--- src/rtl/csa_pkg.sv ---
// Shared definitions for the carry-save adder datapath.
// Holds the default operand width and the operand-count type.
package csa_pkg;

    localparam int CSA_DEF_WIDTH = 8;

    typedef logic [1:0] opcnt_t;

    localparam opcnt_t OUT_COUNT_FULL = 2'd3;

endpackage

--- src/rtl/csa_operand_loader.sv ---
// Collects a stream of operands into triples for a carry-save adder.
// Ports: clk, rst (sync, active-high); in_valid/in_ready/in_data upstream;
//   out_valid/out_ready downstream; num1..num3 registered operands;
//   out_count = real operands in the triple; flush (only with
//   CSA_LOADER_FLUSH_EN) issues a partial triple.
// Build option: define CSA_LOADER_FLUSH_EN to enable the flush port.
module csa_operand_loader
    import csa_pkg::*;
#(
    parameter int N = CSA_DEF_WIDTH
) (
    input  logic         clk,
    input  logic         rst,
    input  logic         in_valid,
    output logic         in_ready,
    input  logic [N-1:0] in_data,
`ifdef CSA_LOADER_FLUSH_EN
    input  logic         flush,
`endif
    output logic         out_valid,
    input  logic         out_ready,
    output logic [N-1:0] num1,
    output logic [N-1:0] num2,
    output logic [N-1:0] num3,
    output logic [1:0]   out_count
);

    logic [1:0]   cnt_q, cnt_d;
    logic [N-1:0] s0_q, s0_d;
    logic [N-1:0] s1_q, s1_d;
    logic [N-1:0] n1_q, n1_d;
    logic [N-1:0] n2_q, n2_d;
    logic [N-1:0] n3_q, n3_d;
    opcnt_t       oc_q, oc_d;
    logic         vld_q, vld_d;
    logic         free;
    logic         blocked;
    logic         acc;

`ifdef CSA_LOADER_FLUSH_EN
    logic pend_q, pend_d;
    assign blocked = pend_q;
`else
    assign blocked = 1'b0;
`endif

    // Output slot can take a new triple this cycle.
    assign free     = !vld_q || out_ready;
    assign in_ready = !blocked && ((cnt_q != 2'd2) || free);
    assign acc      = in_valid && in_ready;

    always_comb begin
        cnt_d = cnt_q;
        s0_d  = s0_q;
        s1_d  = s1_q;
        n1_d  = n1_q;
        n2_d  = n2_q;
        n3_d  = n3_q;
        oc_d  = oc_q;
        vld_d = vld_q && !out_ready;
`ifdef CSA_LOADER_FLUSH_EN
        pend_d = pend_q;
`endif
        if (acc) begin
            unique case (cnt_q)
                2'd0: begin
                    s0_d  = in_data;
                    cnt_d = 2'd1;
                end
                2'd1: begin
                    s1_d  = in_data;
                    cnt_d = 2'd2;
                end
                default: begin
                    // in_ready guarantees the output slot is free here.
                    n1_d  = s0_q;
                    n2_d  = s1_q;
                    n3_d  = in_data;
                    oc_d  = OUT_COUNT_FULL;
                    vld_d = 1'b1;
                    cnt_d = 2'd0;
                end
            endcase
        end
`ifdef CSA_LOADER_FLUSH_EN
        // While pending no operand is accepted, so cnt_q is stable.
        if (pend_q && free) begin
            n1_d   = s0_q;
            n2_d   = (cnt_q == 2'd2) ? s1_q : '0;
            n3_d   = '0;
            oc_d   = cnt_q;
            vld_d  = 1'b1;
            cnt_d  = 2'd0;
            pend_d = 1'b0;
        end else if (flush && (cnt_d != 2'd0)) begin
            // cnt_d already includes an operand accepted this cycle.
            pend_d = 1'b1;
        end
`endif
    end

    always_ff @(posedge clk) begin
        if (rst) begin
            cnt_q <= 2'd0;
            s0_q  <= '0;
            s1_q  <= '0;
            n1_q  <= '0;
            n2_q  <= '0;
            n3_q  <= '0;
            oc_q  <= 2'd0;
            vld_q <= 1'b0;
`ifdef CSA_LOADER_FLUSH_EN
            pend_q <= 1'b0;
`endif
        end else begin
            cnt_q <= cnt_d;
            s0_q  <= s0_d;
            s1_q  <= s1_d;
            n1_q  <= n1_d;
            n2_q  <= n2_d;
            n3_q  <= n3_d;
            oc_q  <= oc_d;
            vld_q <= vld_d;
`ifdef CSA_LOADER_FLUSH_EN
            pend_q <= pend_d;
`endif
        end
    end

    assign out_valid = vld_q;
    assign num1      = n1_q;
    assign num2      = n2_q;
    assign num3      = n3_q;
    assign out_count = oc_q;

endmodule

--- config.mk ---
export PLATFORM = sky130hd
export DESIGN_NAME = csa_operand_loader
export DESIGN_NICKNAME = d
export VERILOG_FILES = /design/src/rtl/csa_pkg.sv /design/src/rtl/csa_operand_loader.sv
export SDC_FILE = /design/constraint.sdc
export NUM_CORES = 1
export LEC_CHECK = 0
export BUFFER_PORTS_ARGS = -buffer_cell sky130_fd_sc_hd__buf_4
export CAP_MARGIN = 20
export CORE_MARGIN = 4
export CORE_UTILIZATION = 57
export CTS_CLUSTER_SIZE = 20
export DETAILED_ROUTE_END_ITERATION = 12
export PLACE_DENSITY_LB_ADDON = 0.15
export SKIP_CTS_REPAIR_TIMING = 1
export SYNTH_ARGS = -nofsm -noshare
export SYNTH_HDL_FRONTEND = slang
export SYNTH_SLANG_ARGS = --single-unit
--- constraint.sdc ---
create_clock -name clk -period 1.9 [get_ports clk]
set_clock_uncertainty 0.05 [all_clocks]
set_input_delay 0.19 -clock clk [delete_from_list [all_inputs] [get_ports clk]]
set_output_delay 0.19 -clock clk [all_outputs]
set_load 0.02 [all_outputs]
==> reports/results.ini <==
[yosys]
yosys.area_share.adder_pct = 0
synth-seq-area-share_pct = 48.6
syn_inst = 174
synth_area_sq_um = 1810
synthSimpleGateAreaFrac_pct = 23.5
synth_top_cell_by_area = dfxtp_1
synth.distinct_cells = 17
synth.mux.area_fraction_pct = 22.1
synthArstFlopShare_pct = 0
synth_ff_type = dfxtp_1
synth_edf_count = 0
synthTopCellsByArea = dfxtp_1 49%, mux2i_1 22%, nand2b_1 17%, nor2_1 3.5%, buf_8 1.7%
ys_ff_latch = 44
synth_fp_nets = 186
synth_top_family_by_area = simple AND/OR/NAND/NOR gates
synth-compound-area-share_pct = 1.38
yosysWarnings = 0
syn_avg_cell_area_sq_um = 10.4
synth_xor_area_share_pct = 0
synthTopCellsByCount = 49 x nand2b_1, 44 x dfxtp_1, 40 x mux2i_1, 17 x nor2_1, 7 x clkbuf_1
synth_most_common_cell = nand2b_1
synth.top_cell.area_share_pct = 48.6

[sta]
rsz0062_at_grt = no
fin_setup_tns_ps = 0
setup_slack_ps = 356
max_freq_mhz = 648
max_slew_margin_pct = 63.1
hold_violations = 0
tightest_slew_ps = 551
finalCritPeriodShare_pct = 81.3
holdWs_ps = 27.1
fin_crit_ps = 1540
maxSlewViolCount = 0
setup_viol = 0

[min_path]
min_path_cells = 3
hp-class = input pin to flip-flop

[final_layout]
fin_cells = 256
areaGrowthSynthToFinish_pct = 20.7
fin_area_sq_um = 2190
diodes = 0
filler_cell_count = 256
drive_above_1_share_pct = 25.5
finalNetCount = 223

[outcome]
status = completed

[setup_path]
path_class = flip-flop to output pin
cp_max_fo = 5
critPathCaptureType = output pin
cp.arrival_ps = 1300
start_kind = flip-flop
critPathRequiredTime_ps = 1660
reg2reg_depth = 3

[placement]
gp_congestion = 0.731
dp_hpwl_microns = 2340
placed_area_sq_um = 2110
dp_cells = 248
io_buffers = 39
place_ws_ps = 509

[clock_tree]
clk_path_buf_depth = 2
htree_num_levels = 2
cts_buffers = 5
cts_tree = built
worstSkewPairLatency_ps = 350
cts-root-buf = clkbuf_4
cts.sinks = 44
clkTransAtPathRegs_ps = 120

[floorplanning]
initial_core_util_pct = 59.4
die-area_sq_um = 4150
io_pins = 40
dieHeight_microns = 64.4
coreArea_sq_um = 3050
fp-row-count = 20
fp.dieW_microns = 64.4

[global_routing]
grt_max_degree = 69
antenna_found_initial = 0
overflow = 0
grt_pass1_vias = 1229
grt_first_pass_wirelength_microns = 5640
grt_usage_pct = 17.7

[route]
drt-wirelength-per-cell_microns = 13.0
routed_via_density = 4.89
first_pass_iters = 4
final_antenna_net_count = 0
vias = 1252
drc = 0
wl_microns = 3340
detail_route.iter0.violations = 54

[flow_run]
cap_violations = 0

[pwr]
leakagePower_nw = 0.911
p_per_area_nw_per_um2 = 778
peakVddDrop_v = 0.000568

==> layout by cell type (no fill, tap or decap) <==
cell and instances:
nand2b_1 49, dfxtp_1 44, buf_4 42, mux2i_1 40, nor2_1 17, clkbuf_4 5, a21oi_1 3, nor3b_2 2
nand2_1 2, nor2_4 1, inv_1 1, nor3_2 1, nand3b_1 1, o21ba_2 1, clkbuf_1 1, bufinv_16 1
clkinv_2 1
==> stage by stage <==
step | utilization, % | power [mW]
2_1_floorplan | - | 1.11
3_3_place_gp | 69.2 | 1.16
3_5_place_dp | 69.2 | 1.17
4_1_cts | 71.7 | 1.72
5_1_grt | 71.7 | 1.78
6_report | 71.7 | 1.70
==> layout make-up <==
class,count,area [sq um],share of cell area (%)
Clock buffer,6,41.3,1.89
Clock inverter,2,35.0,1.60
Timing Repair Buffer,42,315,14.4
Tap cell,44,55.1,2.52
Sequential cell,44,881,40.3
Multi-Input combinational cell,117,857,39.2
Inverter,1,3.75,0.172
==> state kept, by name (all words and copies together) (netlist names) <==
| signal | cells |
|---|---|
| num3 | 8 |
| cnt_q | 2 |
| out_count | 1 |
| out_valid | 1 |
| s0_q | 8 |
| num2 | 8 |
| s1_q | 8 |
| num1 | 8 |
==> critical path, stage by stage (launching register included) <==
cell	delay (ps)
dfxtp_1	380
nor3b_2	310
nand2_1	110
buf_4	160
==> where the power goes <==
group	total (mW)	switching, mW	leakage (nW)	internal [mW]
Combinational	0.173	0.0858	0.512	0.0874
Clock	0.559	0.283	0.0422	0.276
Sequential	0.971	0.0191	0.357	0.952
==> per-layer routing <==
| metal | routed length [microns] | share of wire [%] | track usage (%) | vias to the layer above |
|---|---|---|---|---|
| met5 | 0 | 0 | 0 | - |
| met4 | 42 | 1.3 | 4.75 | 0 |
| met3 | 185 | 5.5 | 5.80 | 5 |
| met2 | 1600 | 48 | 29.6 | 29 |
| met1 | 1510 | 45 | 21.6 | 579 |
| li1 | - | - | - | 639 |
==> logic make-up (layout without fill, tap and decap cells) <==
group / after synthesis / after routing
AND/OR/NAND/NOR: 73 / 73
multiplexers: 40 / 40
flip-flops: 44 / 44
AO/OA/AOI/OAI: 4 / 4
buffers and inverters: 13 / 51
==> worst paths after layout <==
| path | startpoint | to | slack [ps] |
|---|---|---|---|
| max | cnt_q[0] | in_ready | 360 |
| min | in_data[7] | s1_q[7] | 30 |
| max reg2reg | cnt_q[0] | s1_q[6] | 500 |
| min reg2reg | s0_q[3] | num1[3] | 430 |
Note: power is estimated with default switching activity, not from simulation.
